$ cat config.mk
export PLATFORM = sky130hd
export DESIGN_NAME = microgreen_feature_acc_flat
export DESIGN_NICKNAME = d
export VERILOG_FILES = /design/src/rtl/microgreen_feature_acc_pkg.sv /design/src/rtl/microgreen_feature_acc_if.sv /design/src/rtl/microgreen_chan_acc.sv /design/src/rtl/microgreen_feature_acc.sv /design/src/flat_wrapper.sv
export SDC_FILE = /design/constraint.sdc
export NUM_CORES = 1
export LEC_CHECK = 0
export ABC_AREA = 0
export CORE_MARGIN = 2
export CORE_UTILIZATION = 50
export CTS_BUF_LIST = sky130_fd_sc_hd__clkbuf_8
export DETAILED_ROUTE_END_ITERATION = 6
export MAX_ROUTING_LAYER = met4
export PLACE_DENSITY_LB_ADDON = 0.25
export SYNTH_ARGS = -nofsm -noshare
export SYNTH_HDL_FRONTEND = slang
export SYNTH_SLANG_ARGS = --single-unit
export TNS_END_PERCENT = 5
$ cat constraint.sdc
create_clock -name clk -period 3.3 [get_ports clk]
set_clock_uncertainty 0.05 [all_clocks]
set_input_delay 0.66 -clock clk [delete_from_list [all_inputs] [get_ports clk]]
set_output_delay 0.66 -clock clk [all_outputs]
set_load 0.03 [all_outputs]
$ cat src/rtl/microgreen_feature_acc_pkg.sv
// Shared definitions for the microgreen feature accumulator: channel indices,
// FSM state encoding and the width of one quantised feature field.
package microgreen_feature_acc_pkg;

    // Channel indices as carried on s_ch; also the nibble order in m_features.
    localparam int unsigned CH_HEIGHT = 0;
    localparam int unsigned CH_COLOR  = 1;
    localparam int unsigned CH_WIDTH  = 2;
    localparam int unsigned CH_STEM   = 3;

    localparam int unsigned N_CH   = 4;
    localparam int unsigned CH_W   = 2;
    localparam int unsigned FEAT_W = 4;
    localparam int unsigned FRAME_W = N_CH * FEAT_W;

    typedef enum logic {
        ST_ACCUM = 1'b0,
        ST_EMIT  = 1'b1
    } state_e;

endpackage : microgreen_feature_acc_pkg

$ cat src/rtl/microgreen_feature_acc_if.sv
// Sample-in / frame-out handshake bundle. The master side is the sensor feed
// plus the downstream classifier; the slave side is the accumulator block.
interface microgreen_feature_acc_if
    import microgreen_feature_acc_pkg::*;
#(
    parameter int unsigned SAMPLE_W = 8
);
    logic                s_valid;
    logic                s_ready;
    logic [CH_W-1:0]     s_ch;
    logic [SAMPLE_W-1:0] s_data;
    logic                m_valid;
    logic                m_ready;
    logic [FRAME_W-1:0]  m_features;

    modport master (
        output s_valid, s_ch, s_data, m_ready,
        input  s_ready, m_valid, m_features
    );

    modport slave (
        input  s_valid, s_ch, s_data, m_ready,
        output s_ready, m_valid, m_features
    );

endinterface : microgreen_feature_acc_if

$ cat src/rtl/microgreen_chan_acc.sv
// One sensor channel: running sum, sample counter, full flag and the
// quantised feature of the running average. Next-state views are exported
// so the parent can capture a frame in the same cycle its last sample lands.
module microgreen_chan_acc
    import microgreen_feature_acc_pkg::*;
#(
    parameter int unsigned SAMPLE_W = 8,
    parameter int unsigned AVG_LOG2 = 2
) (
    input  logic                clk,
    input  logic                rst,
    input  logic                clear_i,
    input  logic                add_i,
    input  logic [SAMPLE_W-1:0] data_i,
    output logic                full_o,
    output logic                full_nxt_o,
    output logic [FEAT_W-1:0]   feat_nxt_o
);

    localparam int unsigned ACC_W = SAMPLE_W + AVG_LOG2;
    localparam int unsigned CNT_W = AVG_LOG2 + 1;

    logic [ACC_W-1:0] acc_q, acc_d;
    logic [CNT_W-1:0] cnt_q, cnt_d;

    // The counter stops at exactly 2^AVG_LOG2, so its MSB alone marks full.
    assign full_o     = cnt_q[AVG_LOG2];
    assign full_nxt_o = cnt_d[AVG_LOG2];

    // (acc >> AVG_LOG2)[SAMPLE_W-1 -: FEAT_W] is simply the top FEAT_W bits of acc.
    assign feat_nxt_o = acc_d[ACC_W-1 -: FEAT_W];

    // Next-state: clear wins, otherwise add while the channel still has room.
    always_comb begin
        acc_d = acc_q;
        cnt_d = cnt_q;
        if (clear_i) begin
            acc_d = '0;
            cnt_d = '0;
        end else if (add_i && !full_o) begin
            acc_d = acc_q + ACC_W'(data_i);
            cnt_d = cnt_q + CNT_W'(1);
        end
    end

    // Channel state registers with synchronous reset.
    always_ff @(posedge clk) begin
        if (rst) begin
            acc_q <= '0;
            cnt_q <= '0;
        end else begin
            acc_q <= acc_d;
            cnt_q <= cnt_d;
        end
    end

endmodule : microgreen_chan_acc

$ cat src/rtl/microgreen_feature_acc.sv
// Collects 2^AVG_LOG2 samples on each of four sensor channels, then presents
// one packed frame of 4-bit averaged features until the classifier takes it.
// Extra samples for an already-full channel are dropped and counted.
module microgreen_feature_acc
    import microgreen_feature_acc_pkg::*;
#(
    parameter int unsigned SAMPLE_W = 8,
    parameter int unsigned AVG_LOG2 = 2
) (
    input  logic                     clk,
    input  logic                     rst,
    input  logic                     clr,
    microgreen_feature_acc_if.slave  bus,
    output logic [7:0]               drop_cnt,
    output logic [7:0]               frame_cnt
);

    state_e               state_q;
    logic [FRAME_W-1:0]   m_features_q;
    logic [7:0]           drop_cnt_q;
    logic [7:0]           frame_cnt_q;

    logic                 in_accum;
    logic                 take;
    logic                 chan_clr;
    logic [N_CH-1:0]      add_vec;
    logic [N_CH-1:0]      full_vec;
    logic [N_CH-1:0]      full_nxt_vec;
    logic [FRAME_W-1:0]   feat_nxt;

    assign in_accum = (state_q == ST_ACCUM);

    // A sample is taken only in ACCUM and only when no soft clear is pending.
    assign take = in_accum && bus.s_valid && !clr;

    // Channels are wiped by a soft clear in ACCUM or by frame delivery in EMIT.
    assign chan_clr = in_accum ? clr : bus.m_ready;

    for (genvar g = 0; g < N_CH; g++) begin : g_ch
        assign add_vec[g] = take && (bus.s_ch == CH_W'(g));

        microgreen_chan_acc #(
            .SAMPLE_W (SAMPLE_W),
            .AVG_LOG2 (AVG_LOG2)
        ) u_chan (
            .clk        (clk),
            .rst        (rst),
            .clear_i    (chan_clr),
            .add_i      (add_vec[g]),
            .data_i     (bus.s_data),
            .full_o     (full_vec[g]),
            .full_nxt_o (full_nxt_vec[g]),
            .feat_nxt_o (feat_nxt[g*FEAT_W +: FEAT_W])
        );
    end

    assign bus.s_ready    = in_accum;
    assign bus.m_valid    = !in_accum;
    assign bus.m_features = m_features_q;
    assign drop_cnt       = drop_cnt_q;
    assign frame_cnt      = frame_cnt_q;

    // Frame FSM plus the drop/frame counters and the captured feature word.
    always_ff @(posedge clk) begin
        if (rst) begin
            state_q      <= ST_ACCUM;
            m_features_q <= '0;
            drop_cnt_q   <= '0;
            frame_cnt_q  <= '0;
        end else begin
            case (state_q)
                ST_ACCUM: begin
                    if (take) begin
                        if (full_vec[bus.s_ch]) begin
                            if (drop_cnt_q != 8'hFF) begin
                                drop_cnt_q <= drop_cnt_q + 8'd1;
                            end
                        end else if (&full_nxt_vec) begin
                            // This sample fills the last open channel.
                            state_q      <= ST_EMIT;
                            m_features_q <= feat_nxt;
                        end
                    end
                end
                ST_EMIT: begin
                    if (bus.m_ready) begin
                        state_q     <= ST_ACCUM;
                        frame_cnt_q <= frame_cnt_q + 8'd1;
                    end
                end
                default: state_q <= ST_ACCUM;
            endcase
        end
    end

endmodule : microgreen_feature_acc

$ cat src/flat_wrapper.sv
// flat-port wrapper written by rule: the top's interface ports become plain ports
module microgreen_feature_acc_flat import microgreen_feature_acc_pkg::*;
#(
    parameter int unsigned SAMPLE_W = 8,
    parameter int unsigned AVG_LOG2 = 2
)
  (clk, rst, clr, drop_cnt, frame_cnt, bus_s_valid, bus_s_ch, bus_s_data, bus_m_ready, bus_s_ready, bus_m_valid, bus_m_features);
  microgreen_feature_acc_if #(.SAMPLE_W(SAMPLE_W)) bus_i ();
  input  logic clk;
  input  logic rst;
  input  logic clr;
  output logic [7:0] drop_cnt;
  output logic [7:0] frame_cnt;
  input wire logic [$bits(bus_i.s_valid)-1:0] bus_s_valid;
  input wire logic [$bits(bus_i.s_ch)-1:0] bus_s_ch;
  input wire logic [$bits(bus_i.s_data)-1:0] bus_s_data;
  input wire logic [$bits(bus_i.m_ready)-1:0] bus_m_ready;
  output wire logic [$bits(bus_i.s_ready)-1:0] bus_s_ready;
  output wire logic [$bits(bus_i.m_valid)-1:0] bus_m_valid;
  output wire logic [$bits(bus_i.m_features)-1:0] bus_m_features;
  assign bus_i.s_valid = bus_s_valid;
  assign bus_i.s_ch = bus_s_ch;
  assign bus_i.s_data = bus_s_data;
  assign bus_i.m_ready = bus_m_ready;
  assign bus_s_ready = bus_i.s_ready;
  assign bus_m_valid = bus_i.m_valid;
  assign bus_m_features = bus_i.m_features;
  microgreen_feature_acc #(.SAMPLE_W(SAMPLE_W), .AVG_LOG2(AVG_LOG2)) u_core (.clk(clk), .rst(rst), .clr(clr), .bus(bus_i), .drop_cnt(drop_cnt), .frame_cnt(frame_cnt));
endmodule
==> flow_results.org, run 1 <==
** Run status
- The flow ran to the end, and the final reports show no timing, DRC or antenna violations.

** Worst hold path
- In this run the worst hold path is classified as reg -> reg.

** Setup path
- For the worst setup path, the data arrival time is 3140 ps.
- Crit path kind :: in -> reg
- R2R depth :: 5
- STA classifies the critical path startpoint as an input pin.
- Capture instance of the worst register-to-register path :: u_core.bus.m_features[7]$_SDFFE_PP0P_
- Highest net fanout along the worst path :: 4
- Capturing instance or port of the critical path :: u_core.bus.m_features[14]$_SDFFE_PP0P_
- At the worst endpoint, the required time is 3470 ps.
- The worst setup path is captured at a flip-flop.
- In this run the critical register-to-register path is launched from u_core.bus.m_valid$_SDFF_PP0_.
- Tracing the worst setup path back leads to its startpoint at bus_s_data[0].
- Setup slack on the worst reg-to-reg path comes out at 940 ps.

** Power
- Per report_power, the sequential group accounts for around half of the total.
- The clock network accounts for roughly 41% of the total power.
- LEAKAGE :: about 2.1 nW
- For this design the total switching power over the nets is slightly below 0.5 mW.
- Per report_power, the combinational group accounts for 8.5% of the total.
- IR analysis of the VDD net gives a maximum drop of between 0.00015 and 0.0002 V.
- Cell Int Power :: 1.57 mW
- Power Dens Cells :: about 370 nW/um^2
- After layout, the design draws a total of a little over 2 mW.
- Fraction of power spent switching nets :: between 20% and 30%

** Clock tree
- For the worst-skew pair, the clock arrives at the later sink with an insertion delay of between 300 and 400 ps.
- In this run the post-CTS setup repair buffer count came out at 0.
- Post-CTS resize count :: 0
- Counting every sink on the clock net gives 85.
- Total number of H-tree levels :: 3
- Clk root buf :: clkbuf_8
- TritonCTS created 9 clock buffers.
- Clk pin slew, worst setup/hold paths :: roughly 80 ps
- CTS tree :: yes
- Post-CTS Hold Fix Bufs :: 0
- Worst-case clock buffer depth :: 2

** Layout
- Most used cells in the layout excluding fill and tap cells :: dfxtp_1, nor2_1, nand2_1
- Fraction of final layout cells with drive strength greater than 1 :: 8.64%
- Relative to the synthesized area, the layout overhead comes to 19.1%.
- Most frequent standard cell in the layout excluding fill and tap cells :: dfxtp_1
- Once layout is complete, the utilization of the core stands at roughly 61%.
- The repair_antennas step left the layout with diodes totalling 0.
- Number of nets in the layout :: around 650

** Global routing
- Busiest layer in global routing :: met2
- Met3 Resource Use GR :: approximately 4.4%
- Number of antenna violations at the first check in global routing :: 0
- Entering global routing, the biggest net connects between 40 and 50 pins.
- Summed over all layers, the global routing overflow is 0.
- The first global-routing pass estimated about 18,000 um of wire.
- Global-route usage over all layers :: a little under a quarter
- Met2 Usage GRT :: around two fifths
- Grt met1 use :: 28.9%
- The via count of the first global-routing pass is between 3,000 and 4,000.

** Floorplan
- The die covers ~10,000 sq um.
- I/O Pins :: 49
- The floorplan step set the die height to just over 100 um.
- Row generation in the floorplan step produced 35 rows.
- Core Area :: approximately 9000 sq um
- Horizontal die dimension :: around 100 um
- Effective utilization at floorplan :: about half

** Route
- The first routing iteration left approximately 180 violations.
- Wire length per cell after detailed routing :: roughly 15 um
- Mean number of vias per cell :: roughly 5.7
- Across all layers, the routed design uses about 4,000 vias.
- Iteration count of the initial detailed-routing pass :: 4
- Residual DRC count :: 0
- Once detail routing completed, the nets flagged for antenna violations numbered 0.
- The final layout contains routed wiring with a total length of roughly 11,000 um.

** Place
- Final weighted congestion of routability-driven global placement :: about 0.90
- Post-detail-place hpwl :: between 7000 and 8000 um
- During placement, the flow inserted port buffers numbering 48.

** Run
- Max capacitance violation total :: 0

** Yosys
- Leading register cell type out of synthesis :: dfxtp_1
- Counting flops and latches in the post-synthesis netlist gives 85.
- Syn_area_per_cell :: between 8 and 9 sq um
- Counting every net in the synthesized netlist gives 597.
- Part of the Yosys area used for sequential elements :: 36.5%
- The synthesized netlist devotes 19.7% of its cell area to simple gates.
- After synthesis, the largest family of logic cells by area is compound AO/OA/AOI/OAI gates.
- The cell area that synthesis handed to floorplanning was between 4000 and 5000 sq um.
- The synthesized netlist devotes between 6 and 7% of its cell area to XOR and XNOR gates.
- Number of enable flip-flop cells after synthesis :: 0
- Compound-cell area share of the yosys netlist :: a little over a fifth
- Number of warnings printed during yosys synthesis :: 0
- Synthesized instance count :: 540
- Measured against the total synthesized area, the mux share comes to 1.13%.
- Of all flip-flops after synthesis, the portion carrying an async set or reset was 0%.
- Summing the areas of all fa, ha and maj instances in the mapped netlist gives a little under an eighth of the synthesized area.
- Yosys mapped the design onto 50 distinct sky130hd cell types.

** Timing
- Slew @ Worst Pin :: 552 ps
- Setup repair after global routing left no endpoint under its margin.
- Subtracting the final worst setup slack from the clock period gives roughly 3000 ps.
- Count of final setup violators :: 0
- Worst slew margin relative to its limit :: 63.2%
- Final max-slew violation count :: 0
- Across all hold checks on the routed design, the worst slack comes to 412 ps.
- Setup total negative slack on the finished layout was measured at 0 ps.
- Hold Vio Cnt, Final :: 0
- Maximum clock rate :: roughly 340 MHz
- Period Utilization, post-route :: between 80% and 90%
critical path: stages:
cell and delay [ps]:
clkdlybuf4s50_1 530, ha_1 310, fa_1 430, a211oi_1 250, o21bai_1 130, o311a_1 290, o21ai_0 190, xor2_1 250
a211oi_2 100
stage by stage:
step / instances / worst slack [ps] / area [sq um]
after global placement: 697 / 42.3 / 5310
after global routing: 713 / 155 / 5550
after detailed placement: 697 / -12.1 / 5310
after floorplan: 540 / 755 / 4660
after CTS: 713 / 351 / 5550
final: 713 / 332 / 5550
worst min-delay path by stage:
stage | startpoint | to | slack (ps) | cells past startpoint
detailed placement | u_core.g_ch[0].u_chan.cnt_q[1]$_SDFFE_PP0N_ | u_core.g_ch[0].u_chan.cnt_q[1]$_SDFFE_PP0N_ | 400 | 2
global route | u_core.g_ch[3].u_chan.acc_q[5]$_SDFFE_PP0N_ | u_core.g_ch[3].u_chan.acc_q[5]$_SDFFE_PP0N_ | 440 | 2
global placement | u_core.g_ch[3].u_chan.acc_q[3]$_SDFFE_PP0N_ | u_core.g_ch[3].u_chan.acc_q[3]$_SDFFE_PP0N_ | 390 | 2
floorplan | u_core.g_ch[0].u_chan.acc_q[5]$_SDFFE_PP0N_ | u_core.g_ch[0].u_chan.acc_q[5]$_SDFFE_PP0N_ | 390 | 2
finish | u_core.g_ch[3].u_chan.acc_q[4]$_SDFFE_PP0N_ | u_core.g_ch[3].u_chan.acc_q[4]$_SDFFE_PP0N_ | 410 | 2
CTS | u_core.g_ch[0].u_chan.cnt_q[1]$_SDFFE_PP0N_ | u_core.g_ch[0].u_chan.cnt_q[1]$_SDFFE_PP0N_ | 420 | 2
power by group through the flow:
stage | Sequential [mW] | Clock, mW | Combinational [mW]
6_report | 1.03 | 0.847 | 0.175
3_3_place_gp | 1.06 | 0 | 0.170
4_1_cts | 1.03 | 0.869 | 0.175
3_5_place_dp | 1.06 | 0 | 0.173
5_1_grt | 1.03 | 0.905 | 0.192
2_1_floorplan | 1.06 | 0 | 0.109
flip-flops by register name, summed over array words and instances, names as in the netlist:
signal                    cells
u_core.frame_cnt              8
u_core.bus.m_features        16
u_core.g_ch.u_chan.cnt_q     12
u_core.g_ch.u_chan.acc_q     40
u_core.bus.m_valid            1
u_core.drop_cnt               8
routing by layer:
metal / wire length, um / vias up
met3: 541 / 20
met4: 170 / 0
li1: - / 2044
met5: 0 / -
met2: 5220 / 84
met1: 5030 / 1896
layout make-up:
cell class	count	area, sq um
inverter	9	33.8
clock buffer	11	151
tap	111	139
sequential	85	1700
fill	810	3610
timing repair buffer	65	616
clock inverter	5	81.3
multi-input combinational	427	2820
synthesized netlist by cell type, types with 8 or more instances:
library cell,number,area [sq um]
a211oi_2,8,100
xor2_1,12,105
xnor2_1,25,219
and3_1,8,50.1
nand2_1,56,210
a211oi_1,19,143
ha_1,38,475
nor3_1,14,70.1
inv_1,9,33.8
dfxtp_1,85,1700
clkbuf_1,12,45.0
nand3_1,10,50.1
nor2_1,84,315
o21ai_0,21,105
a21oi_1,49,245
cells by family (layout without fill, tap and decap cells):
kind of cell | after synthesis | in the layout
and+or+nand+nor | 202 | 202
AOI/OAI and AO/OA | 142 | 142
DFF | 85 | 85
adders and majority gates | 42 | 42
xor gates and xnor gates | 37 | 37
buffers and inverters | 28 | 90
muxes | 4 | 4
Note: power is estimated with default switching activity, not from simulation.
==> run 2, diff against run 1 <==
--- a/config.mk
+++ b/config.mk
@@ -7,7 +7,7 @@
 export LEC_CHECK = 0
 export ABC_AREA = 0
 export CORE_MARGIN = 2
-export CORE_UTILIZATION = 50
+export CORE_UTILIZATION = 55
 export CTS_BUF_LIST = sky130_fd_sc_hd__clkbuf_8
 export DETAILED_ROUTE_END_ITERATION = 6
 export MAX_ROUTING_LAYER = met4
==> run 2 against run 1 <==
Non-clock buffer count down 3. Highest routed layer unchanged. Critical path depth unchanged. Global-route usage is 1.2 points higher. Critical endpoint is now u_core.bus.m_features[8]$_SDFFE_PP0P_.
==> flow_results.org, run 2 (synthesis results as in run 1) <==
** Setup path
- The largest individual stage delay along the critical path comes from the cell clkdlybuf4s50_1.
- Capture instance of the worst register-to-register path :: u_core.bus.m_features[7]$_SDFFE_PP0P_
- The path depth of the worst reg2reg path came to 5 (unchanged).
- Crit path required time :: 3520 ps (+50 ps)
- Arrival time of the worst setup path :: 3090 ps (-50 ps)
- The largest fanout on the critical path was 6 (+2).
- Crit path kind :: in -> reg
- The biggest cell delay along the critical path was 590 ps (+60 ps).
- Traced cell by cell, the critical path runs through clkdlybuf4s50_1 -> buf_4 -> fa_1 -> a211oi_1 -> o21bai_1 -> a21oi_1 -> xnor2_1 -> nand2_1 -> a311oi_1.
- The slack of the worst reg-to-reg path is 950 ps (about the same).
- The worst setup path is launched from an input pin.
- Reg2reg start :: u_core.bus.m_valid$_SDFF_PP0_
- The worst setup path is captured at a flip-flop.

** Route
- The routed wire length on met3 is 304 um (-44%).
- The number of DRC markers after the initial detailed-route iteration was 141 (-20%).
- The highest layer touched by signal routing is met4.
- Iteration count of the initial detailed-routing pass :: 5 (+1)
- DRT met1 WL :: 4800 um (-4.5%)
- The count of nets left with antenna violations after detail routing was 0 (unchanged).
- Overall via count from detail_route :: 3,975 (-1.7%)
- Mean number of vias per cell :: 5.65 (-0.45%)
- Routed wire length :: 10,300 um (-6.2%)
- The detailed-route DRC error count came to 0 (unchanged).
- Wire length per cell after detailed routing :: 14.6 um (-5.0%)
- The routed wire length on met2 was 4990 um (-4.4%).

** Floorplan
- The overall die width was 96.0 um (-4.5%).
- The number of placement rows is 33 (-5.7%).
- Die Ht :: 96.0 um (-4.5%)
- I/O Pins :: 49 (unchanged)
- DIE AREA :: 9220 sq um (-8.7%)
- Effective utilization at floorplan :: 56.7% (+5.8 points)
- Core Area :: 8220 sq um (-10%)

** Timing
- The share of the cycle needed by the critical path after routing was 86.9% (-3.0 points).
- The achievable frequency was 349 MHz (+3.5%).
- Final max-slew violation count :: 0 (unchanged)
- The final count of negative-setup-slack endpoints was 0 (unchanged).
- RSZ-0062 raised after global routing :: false
- Slew @ Worst Pin :: 603 ps (+51.4 ps)
- Hold Vio Cnt, Final :: 0 (unchanged)
- Worst slew margin relative to its limit :: 59.8% (-3.4 points)
- Shortest clock period the worst path allows after layout :: 2870 ps (-101 ps)
- Post-Route Setup TNS :: 0 ps (unchanged)

** Run
- The max-capacitance violation count is 0 (unchanged).

** Layout
- Fraction of final layout cells with drive strength greater than 1 :: 7.85% (-0.79 points)
- The flip-flop count of the largest register, all copies and words added came to 40 (unchanged).
- Most used cells in the layout excluding fill and tap cells :: dfxtp_1, nor2_1, nand2_1
- Top reg by flops :: u_core.g_ch.u_chan.acc_q
- Most frequent standard cell in the layout excluding fill and tap cells :: dfxtp_1
- Area added between synthesis and finish :: 17.8%
- Number of nets in the layout :: 651 (-0.46%)
- The number of diodes added for antenna fixing is 0 (unchanged).

** Worst hold path
- The worst hold path begins at u_core.g_ch[3].u_chan.acc_q[3]$_SDFFE_PP0N_.
- In this run the worst hold path is classified as reg -> reg.
- The cell depth of the worst hold path was 2 (unchanged).
- The worst hold path terminates at u_core.g_ch[3].u_chan.acc_q[3]$_SDFFE_PP0N_.

** Global routing
- Via count of the first global-routing pass :: 3,904 (+0.59%)
- The global routing usage summed across all routing layers is 24.4% (+1.2 points).
- The number of antenna violations at the first check in global routing came to 0 (unchanged).
- Largest net degree at the start of global routing :: 49 (unchanged)
- The final global-route overflow total came to 0 (unchanged).
- Global-route wire length before repair :: 17,400 um (-3.3%)

** Clock tree
- TritonCTS built the clock tree.
- TritonCTS sink count :: 85 (unchanged)
- The worst-case clock buffer depth was 2 (unchanged).
- The clock-pin slew on the worst setup and hold paths came to 90 ps (about the same).
- The clock latency at the later pin of the worst-skew pair was 350 ps (about the same).
- Clock buffers created by TritonCTS :: 9 (unchanged)
- The cts-stage hold buffer count came to 0 (unchanged).
- Post-CTS Setup Bufs :: 0 (unchanged)
- The count of H-tree levels built during CTS came to 3 (unchanged).
- Post-CTS resize count :: 0 (unchanged)
- Clk root buf :: clkbuf_8

** Place
- The placed wire-length estimate came to 7440 um (-4.5%).
- Port Buf Inserts :: 48 (unchanged)
- The global placer's final weighted congestion came to 0.913 (+1.2%).

** Power
- P_sw :: 0.492 mW (+1.3%)
- The total power divided by cell area came to 354 nW/um^2 (-4.4%).
- Part of the power in the clock network :: 38.2% (-3.0 points)
- Gate power share :: 8.7% (+0.2 points)
- Maximum vdd ir drop :: 0.000351 V (+89%)
- Cell Int Power :: 1.45 mW (-7.5%)
- Total power after layout :: 1.94 mW (-5.4%)
- The leakage power summed over all cells is 2.04 nW (-1.6%).
- The switching share of power is 25.3% (+1.7 points).
- The fraction of power consumed by sequential logic came to 53.1% (+2.9 points).

** Run status
- Run status :: finished clean
[run 2: layout make-up]
type,count,area (sq um)
sequential,85,1700
clock buffer,9,124
fill,677,2730
multi-input combinational,427,2820
tap,105,131
clock inverter,7,75.1
timing repair buffer,62,598
inverter,9,33.8
[run 2: metal layers]
metal  vias up  GRT usage, %
met3        17          3.92
met1      1864          29.1
met2        57          41.8
li1       2037             -
met5         -             -
met4         0          8.21
[run 2: worst max path at each step]
stage             startpoint                                      to  cells after the start
2_1_floorplan  bus_s_data[0]  u_core.bus.m_features[14]$_SDFFE_PP0P_                      8
3_3_place_gp   bus_s_data[0]  u_core.bus.m_features[14]$_SDFFE_PP0P_                      9
3_5_place_dp   bus_s_data[1]   u_core.bus.m_features[6]$_SDFFE_PP0P_                      9
4_1_cts        bus_s_data[1]   u_core.bus.m_features[8]$_SDFFE_PP0P_                      9
5_1_grt        bus_s_data[1]   u_core.bus.m_features[8]$_SDFFE_PP0P_                      9
6_report       bus_s_data[1]   u_core.bus.m_features[8]$_SDFFE_PP0P_                      9
[run 2: worst max-delay path: cells and delay by family]
| kind | cells | cell delay [ps] |
|---|---|---|
| compound gates | 4 | 890 |
| xor+xnor | 1 | 140 |
| fa+ha+maj | 1 | 470 |
| buf+inv | 2 | 840 |
| simple gates | 1 | 90 |
[run 2: metrics by stage]
stage               instance area (sq um)  setup WS, ps  util [%]  hold slack [ps]  std cells
floorplan                            4660           755         -              386        540
global placement                     5290           103      64.4              393        688
detailed placement                   5290          54.9      64.4              400        688
CTS                                  5490           421      66.8              412        704
global route                         5490           234      66.8              435        704
finish                               5490           432      66.8              410        704
[run 2: power groups by stage]
stage | clock network [mW] | registers [mW] | logic (mW)
3_3_place_gp | 0 | 1.06 | 0.163
2_1_floorplan | 0 | 1.06 | 0.109
6_report | 0.742 | 1.03 | 0.169
4_1_cts | 0.762 | 1.03 | 0.169
5_1_grt | 0.797 | 1.03 | 0.188
3_5_place_dp | 0 | 1.06 | 0.167
==> run 3, diff against run 2 <==
--- a/config.mk
+++ b/config.mk
@@ -6,8 +6,10 @@
 export NUM_CORES = 1
 export LEC_CHECK = 0
 export ABC_AREA = 0
+export CELL_PAD_IN_SITES_DETAIL_PLACEMENT = 1
+export CELL_PAD_IN_SITES_GLOBAL_PLACEMENT = 1
 export CORE_MARGIN = 2
-export CORE_UTILIZATION = 55
+export CORE_UTILIZATION = 45
 export CTS_BUF_LIST = sky130_fd_sc_hd__clkbuf_8
 export DETAILED_ROUTE_END_ITERATION = 6
 export MAX_ROUTING_LAYER = met4
==> run 3 against run 2 <==
Die area grew 21%. Sequential power barely moved. Cell area rose by 0.93%. Largest cell class unchanged.
==> flow_results.org, run 3 (synthesis results as in run 1) <==
** Run status
- Run status :: finished clean

** Timing
- The pin slew with the least headroom to its limit was 679 ps (+75.8 ps).
- Post-Route Setup TNS :: 0 ps (unchanged)
- The final count of negative-setup-slack endpoints came to 0 (unchanged).
- The shortest clock period the worst path allows after layout was 2960 ps (+87.3 ps).
- The share of the cycle needed by the critical path after routing came to 89.5% (+2.6 points).
- Hold Vio Cnt, Final :: 0 (unchanged)
- Final worst setup slack :: 345 ps (-87.3 ps)
- Maximum clock rate :: 338 MHz (-3.0%)
- Setup repair after global routing left no endpoint under its margin.
- The remaining max-slew budget at the tightest pin is 54.7% (-5.1 points).
- Final max-slew violation count :: 0 (unchanged)
- The smallest hold slack came to 413 ps (+3.34 ps).

** Route
- The total number of vias is 4,151 (+4.4%).
- The first-pass iteration count of the detailed router was 4 (-1).
- Residual DRC count :: 0 (unchanged)
- Mean number of vias per cell :: 5.64 (-0.11%)
- Remaining antenna violation count after routing :: 0 (unchanged)
- The total detailed-routing wirelength was 12,500 um (+22%).
- Wire length per cell after detailed routing :: 17.0 um (+17%)
- Drt initial violations :: 122 (-13%)

** Global routing
- Number of antenna violations at the first check in global routing :: 0 (unchanged)
- Via count of the first global-routing pass :: 4,213 (+7.9%)
- The global routing usage summed across all routing layers is 24.0% (-0.43 points).
- Largest net degree at the start of global routing :: 40 (-18%)
- The final global-route overflow total came to 0 (unchanged).
- The global-route wire length before repair came to 20,800 um (+20%).

** Setup path
- The arrival time reported for the critical path endpoint is 3140 ps (+50 ps).
- In this run the worst setup path begins at bus_s_data[1].
- Crit path required time :: 3490 ps (-30 ps)
- Reg2reg start :: u_core.bus.m_valid$_SDFF_PP0_
- The largest fanout on the critical path was 5 (-1).
- Critical path capture point type :: flip-flop
- The slack of the worst reg-to-reg path was 910 ps (-40 ps).
- Startpoint type of the worst setup path :: input pin
- Crit path kind :: in -> reg

** Place
- Final weighted congestion of routability-driven global placement :: 0.842 (-7.8%)
- Pre-CTS WS :: -14.0 ps (-68.9 ps)
- Post-detail-place hpwl :: 9330 um (+25%)
- The number of input and output port buffers inserted is 48 (unchanged).

** Floorplan
- Core Area :: 10,200 sq um (+24%)
- Effective utilization at floorplan :: 45.7% (-11 points)
- DIE AREA :: 11,200 sq um (+21%)
- The number of placement rows came to 37 (+12%).
- I/O Pins :: 49 (unchanged)
- The vertical die dimension was 106 um (+10%).
- Horizontal die dimension :: 106 um (+10%)

** Power
- Maximum vdd ir drop :: 0.000160 V (-54%)
- The leakage power summed over all cells was 2.06 nW (+0.87%).
- Power Dens Cells :: 368 nW/um^2 (+4.0%)

** Clock tree
- Post-CTS Setup Bufs :: 0 (unchanged)
- Total number of H-tree levels :: 3 (unchanged)
- The number of resized instances in the post-cts repair step was 0 (unchanged).
- The cell sitting at the root of the clock tree is a clkbuf_8.
- Post-CTS Hold Fix Bufs :: 0 (unchanged)
- The worst-case clock buffer depth came to 2 (unchanged).
- The total CTS buffers was 9 (unchanged).
- Clk pin slew, worst setup/hold paths :: 80 ps (about the same)
- CTS tree :: yes
- The number of sinks driven by the clock tree came to 85 (unchanged).
- Later-pin clock latency in the skew report :: 370 ps (+20 ps)

** Layout
- Fraction of final layout cells with drive strength greater than 1 :: 8.17% (+0.32 points)
- The number of diodes added for antenna fixing is 0 (unchanged).
- The flip-flop count of the largest register, all copies and words added came to 40 (unchanged).
- Top reg by flops :: u_core.g_ch.u_chan.acc_q
- Area added between synthesis and finish :: 18.9%
- The final net count came to 653 (+0.31%).
- Most frequent standard cell in the layout excluding fill and tap cells :: dfxtp_1
- Most used cells in the layout excluding fill and tap cells :: dfxtp_1, nor2_1, nand2_1

** Run
- The max-capacitance violation count was 0 (unchanged).

** Worst hold path
- The startpoint identified for the worst hold timing path is u_core.g_ch[3].u_chan.acc_q[4]$_SDFFE_PP0N_.
- In this run the worst hold path is classified as reg -> reg.
==> run 3: worst paths after layout <==
kind	endpoint	depth (start not counted)
max reg2reg	u_core.bus.m_features[7]$_SDFFE_PP0P_	5
min	u_core.g_ch[3].u_chan.acc_q[4]$_SDFFE_PP0N_	2
max	u_core.bus.m_features[3]$_SDFFE_PP0P_	9
min reg2reg	u_core.g_ch[3].u_chan.acc_q[4]$_SDFFE_PP0N_	2
==> run 3: routing by layer <==
layer | track usage (%) | share of wire (%) | up-vias
met4 | 9.77 | 2.6 | 0
met2 | 40.6 | 49 | 62
met5 | - | 0 | -
met3 | 3.03 | 2.0 | 23
li1 | - | - | 2035
met1 | 28.9 | 47 | 2031
==> run 3: worst max-delay path, stage by stage <==
cell and delay, ps:
clkdlybuf4s50_1 580, buf_4 240, ha_1 310, a211oi_1 450
o211ai_1 210, a31oi_1 230, nor2_1 90, xnor2_1 250
a211oi_2 110
==> run 3: power breakdown <==
group	total (mW)	switching, mW	internal (mW)
clock	0.827	0.388	0.439
combinational	0.179	0.109	0.0704
sequential	1.03	0.00300	1.03
==> run 3: cell type report <==
class                           instances  area (sq um)
Fill cell                            1220          4650
Multi-Input combinational cell        427          2820
Timing Repair Buffer                   64           596
Clock buffer                           10           138
Inverter                                9          33.8
Tap cell                              136           170
Clock inverter                          5          76.3
Sequential cell                        85          1700
==> run 3: through the flow <==
stage / util (%) / std cells / total power [mW] / cell area [sq um]
after global placement: 52.3 / 721 / 1.23 / 5330
after detailed placement: 52.3 / 721 / 1.23 / 5330
after floorplan: - / 540 / 1.16 / 4660
after global routing: 54.4 / 736 / 2.12 / 5540
after CTS: 54.4 / 736 / 2.06 / 5540
final: 54.4 / 736 / 2.04 / 5540
